$ cat src/rtl/thread_register_file.sv
// Per-thread register file: R0-R12 general purpose, R13-R15 read-only (%blockIdx, %blockDim, %threadIdx).
// Optional write-protection error flag is built when REGFILE_PROT_CHECK_EN is defined.
module thread_register_file #(
    parameter int THREADS_PER_BLOCK = 4,
    parameter int THREAD_ID         = 0,
    parameter int DATA_BITS         = 8
) (
    input  logic                 clk,
    input  logic                 reset_n,
    input  logic                 enable,
    input  logic [7:0]           block_id,
    input  logic [2:0]           core_state,
    input  logic [3:0]           decoded_rd_address,
    input  logic [3:0]           decoded_rs_address,
    input  logic [3:0]           decoded_rt_address,
    input  logic                 decoded_reg_write_enable,
    input  logic [1:0]           decoded_reg_input_mux,
    input  logic [DATA_BITS-1:0] decoded_immediate,
    input  logic [DATA_BITS-1:0] alu_out,
    input  logic [DATA_BITS-1:0] lsu_out,
    output logic [DATA_BITS-1:0] rs,
    output logic [DATA_BITS-1:0] rt
`ifdef REGFILE_PROT_CHECK_EN
    ,
    output logic                 wr_prot_err
`endif
);

    typedef enum logic [2:0] {
        S_IDLE    = 3'b000,
        S_FETCH   = 3'b001,
        S_DECODE  = 3'b010,
        S_REQUEST = 3'b011,
        S_WAIT    = 3'b100,
        S_EXECUTE = 3'b101,
        S_UPDATE  = 3'b110,
        S_DONE    = 3'b111
    } core_state_t;

    core_state_t state;
    assign state = core_state_t'(core_state);

    logic [DATA_BITS-1:0] regs [16];
    logic [DATA_BITS-1:0] wr_data;
    logic                 wr_legal;
    logic                 wr_illegal;

    always_comb begin
        wr_data = '0;
        case (decoded_reg_input_mux)
            2'b00:   wr_data = alu_out;
            2'b01:   wr_data = lsu_out;
            2'b10:   wr_data = decoded_immediate;
            default: wr_data = '0;
        endcase
    end

    // Writes to R13-R15 or through the reserved mux code are dropped.
    always_comb begin
        wr_legal   = decoded_reg_write_enable && (decoded_rd_address < 4'd13)
                     && (decoded_reg_input_mux != 2'b11);
        wr_illegal = decoded_reg_write_enable && ((decoded_rd_address >= 4'd13)
                     || (decoded_reg_input_mux == 2'b11));
    end

    always_ff @(posedge clk or negedge reset_n) begin
        if (!reset_n) begin
            for (int unsigned i = 0; i < 14; i++) begin
                regs[i] <= '0;
            end
            regs[14] <= DATA_BITS'(THREADS_PER_BLOCK);
            regs[15] <= DATA_BITS'(THREAD_ID);
            rs       <= '0;
            rt       <= '0;
        end else if (enable) begin
            // Reads sample the pre-edge R13, so a same-cycle block_id change is not seen.
            regs[13] <= DATA_BITS'(block_id);
            if (state == S_REQUEST) begin
                rs <= regs[decoded_rs_address];
                rt <= regs[decoded_rt_address];
            end
            if (state == S_UPDATE && wr_legal) begin
                regs[decoded_rd_address] <= wr_data;
            end
        end
    end

`ifdef REGFILE_PROT_CHECK_EN
    always_ff @(posedge clk or negedge reset_n) begin
        if (!reset_n) begin
            wr_prot_err <= 1'b0;
        end else if (enable && state == S_UPDATE && wr_illegal) begin
            wr_prot_err <= 1'b1;
        end
    end
`else
    logic unused_illegal;
    assign unused_illegal = wr_illegal;
`endif

endmodule

$ cat config.mk
export PLATFORM = sky130hd
export DESIGN_NAME = thread_register_file
export DESIGN_NICKNAME = d
export VERILOG_FILES = /design/src/rtl/thread_register_file.sv
export SDC_FILE = /design/constraint.sdc
export NUM_CORES = 1
export LEC_CHECK = 0
export CORE_UTILIZATION = 50
export DETAILED_ROUTE_END_ITERATION = 10
export DONT_BUFFER_PORTS = 1
export PLACE_DENSITY = 0.73
export SLEW_MARGIN = 20
export SYNTH_ARGS = -nofsm -noshare
export SYNTH_HDL_FRONTEND = slang
export SYNTH_SLANG_ARGS = --single-unit
$ cat constraint.sdc
create_clock -name clk -period 3.5 [get_ports clk]
set_clock_uncertainty 0.15 [all_clocks]
set_input_delay 0.525 -clock clk [delete_from_list [all_inputs] [get_ports clk]]
set_output_delay 0.525 -clock clk [all_outputs]
set_load 0.05 [all_outputs]
==> results_dict.tcl <==
set metrics [dict create \
    synth-simple-area-share_pct 11.37 \
    setup_violations 0 \
    critical_path.cell_chain "nand4_1, buf_4, or4_1, nand2_1, o21ai_0" \
    syn_area_um2 7557 \
    finalHoldViolCount 144 \
    overflow 0 \
    cp_max_fo 16 \
    max_freq_mhz 530.6 \
    drc 10 \
    cts_tree "yes" \
    clk-insertion-delay-late_ns 0.42 \
    track_usage_pct 25.00 \
    postRouteWirelength_um 18240 \
    min_path_type "primary input to async pin" \
    first_global_vias 5233 \
    num_io_pins 69 \
    cp.buffers_inverters 1 \
    n_antenna_cell 0 \
    place_area_um2 7461 \
    violations "DRC, hold timing" \
    hpwlAfterDp_um 11950 \
    ir_drop_uv 351.1 \
    synth.avg_cell_area_um2 12.00 \
    relSlewSlack_pct 29.35 \
    reg2reg_to "rt[0]" \
    path_class "primary input to flip-flop" \
    die-height_um 124.9 \
    ys_ff_latch 144 \
    synth_warnings 0 \
    slew_viol_final 0 \
    core-area_um2 14640 \
    synthMuxAreaShare_pct 24.42 \
    holdWs_ns -0.3453 \
    ctsResizeCount 0 \
    drtPass1Iterations 8 \
    cts_setup_buffers 0 \
    rr_startpoint "regs[104]" \
    drt_iter0_drc 576 \
    tns_ns 0 \
    routed-via-count 5036 \
    grt_max_degree 145 \
    initial_core_util_pct 51.61 \
    status "finished, violations left" \
    min_period_over_period_pct 53.85 \
    syn-num-nets 683 \
    power_density_nw_per_um2 510.1 \
    synth_compound_area_share_pct 11.19 \
    antenna_found_initial 0 \
    fin_crit_ns 1.885 \
    stdcell_area_um2 8098 \
    clock_sinks 144 \
    gp_congestion 0.8084 \
    drive_gt1_share_pct 26.42 \
    grt_pass1_wl_um 28900 \
    rows 44 \
    path_clk_slew_ns 0.06 \
    crit_path_max_incr_delay_ns 0.85 \
    cp.required_ns 3.63 \
    cpMaxStageDelayCell "or4_1" \
    port_buffers 0 \
    cts_made_buffers 17 \
    grt_setup_unrepaired "false" \
    viasPerCell 6.440 \
    max_cap_viol_count 0 \
    clockBufferDepth 2 \
    die-area_um2 15610 \
    cts_root_buffer "clkbuf_16" \
    worst_pin_slew_ns 1.052 \
    crit_family "simple AND/OR/NAND/NOR gates" \
    wl_per_cell_um 23.32 \
    area_delta_synth_final_pct 7.152 \
    drtAntennaViolNets 0 \
    synth_fa_ha_area_share_pct 0 \
    r2r_slack_ns 1.75 \
    p_leak_nw 3.487 \
    synth_top_family_by_area "multiplexers" \
    end_kind "flip-flop" \
    critPathArrivalTime_ns 2.01 \
    htreeDepth 4 \
    ys_types 39 \
    synth-xor-area-share_pct 0 \
    reg2reg_depth 4 \
    fin_nets 638 \
    critical_path.startpoint_type "primary input" \
    die_w_um 124.9 \
    syn_inst 630 \
    seq_area_frac_synth_pct 47.70 \
]
-- cells by family (layout without fill, tap and decap cells) --
logic type	after synthesis	in the layout
simple gates	171	171
flops	144	144
compound gates	136	136
mux	104	104
buf+inv	75	43
-- metal layers --
| layer | global-route usage, % | routed length (µm) | vias to the layer above |
|---|---|---|---|
| li1 | - | - | 2211 |
| met2 | 40.71 | 9105 | 220 |
| met3 | 7.702 | 1618 | 40 |
| met1 | 31.56 | 7070 | 2565 |
| met4 | 9.756 | 446 | 0 |
| met5 | 0 | 0 | - |
-- area by class of cell --
cell class              count  area [µm²]
inverters                   2       7.507
flip-flops and latches    144        3605
repair buffers              9       67.56
clock buffers              23       478.0
fillers                  1171        6546
multi-input cells         411        3555
clock inverters             9       155.1
well taps                 184       230.2
-- cells in the mapped netlist --
cell,n,area share [%]
buf_4,1,0.099
inv_1,2,0.099
a2bb2oi_1,3,0.35
o21ai_1,8,0.53
clkbuf_1,36,1.8
a21oi_1,56,3.7
buf_2,25,1.7
nor2b_1,1,0.083
nand2b_1,5,0.41
a2111oi_0,1,0.12
nand2_1,64,3.2
dfrtp_1,143,47
buf_1,2,0.099
a21o_4,1,0.20
nor2_1,65,3.2
mux2_2,13,1.9
mux2i_1,28,3.7
a22oi_1,1,0.099
o21ai_2,21,2.4
a221o_1,7,0.93
o21ai_0,32,2.1
or4_4,3,0.45
nand4b_1,1,0.12
and2b_1,1,0.099
nor4_1,3,0.25
nand2_2,9,0.74
buf_6,7,1.0
and2_1,1,0.083
dfstp_2,1,0.35
and4b_1,1,0.13
mux4_2,63,19
o221ai_1,5,0.58
nor3_1,4,0.26
nor4_4,6,1.7
or2_2,2,0.17
or4_1,4,0.40
nand4_1,1,0.083
buf_12,2,0.53
a311o_1,1,0.13
-- power by group --
group | switching [mW] | leakage [nW] | internal (mW)
sequential | 0.140 | 1.97 | 1.75
combinational | 0.137 | 1.21 | 0.171
clock | 0.683 | 0.307 | 1.25
-- layout by cell type, fill, tap and decap left out, types with 3 or more instances in the layout --
cell type,count
or4_4,3
nand2b_1,5
bufinv_16,4
o21ai_2,21
buf_4,9
nor4_1,3
o21ai_0,32
dfrtp_1,143
a221o_1,7
nor4_4,6
nand2_2,9
clkbuf_1,3
mux2i_1,28
clkbuf_16,17
nor2_1,65
clkbuf_8,3
o221ai_1,5
nand2_1,64
nor3_1,4
mux4_2,63
o21ai_1,8
a21oi_1,55
or4_1,4
mux2_2,13
a2bb2oi_1,3
-- worst register-to-register path: stages (launching register included) --
cell and delay (ns):
dfrtp_1 0.41, mux4_2 0.46, mux2i_1 0.22, nor3_1 0.12, a221o_1 0.27
-- sequential cells by signal, indices dropped and copies added, names as in the netlist --
signal / count
rt: 8
regs: 128
rs: 8
-- per-stage QoR --
step | instances | power [mW] | worst slack, ns | util, %
2_1_floorplan | 630 | 2.187 | 1.236 | -
3_3_place_gp | 750 | 2.206 | 1.245 | 50.95
3_5_place_dp | 750 | 2.223 | 1.214 | 50.95
4_1_cts | 782 | 4.149 | 1.647 | 55.27
5_1_grt | 782 | 4.255 | 1.510 | 55.30
6_report | 782 | 4.131 | 1.615 | 55.30
-- worst max-delay path by stage --
stage / to / startpoint / depth (start not counted)
after global routing: regs[109] / enable / 5
final: regs[116] / enable / 5
after CTS: regs[102] / enable / 5
after global placement: regs[100] / enable / 5
after detailed placement: regs[113] / enable / 5
after floorplan: rt[5] / decoded_rt_address[0] / 6
Power figures use the tool's default switching activity.
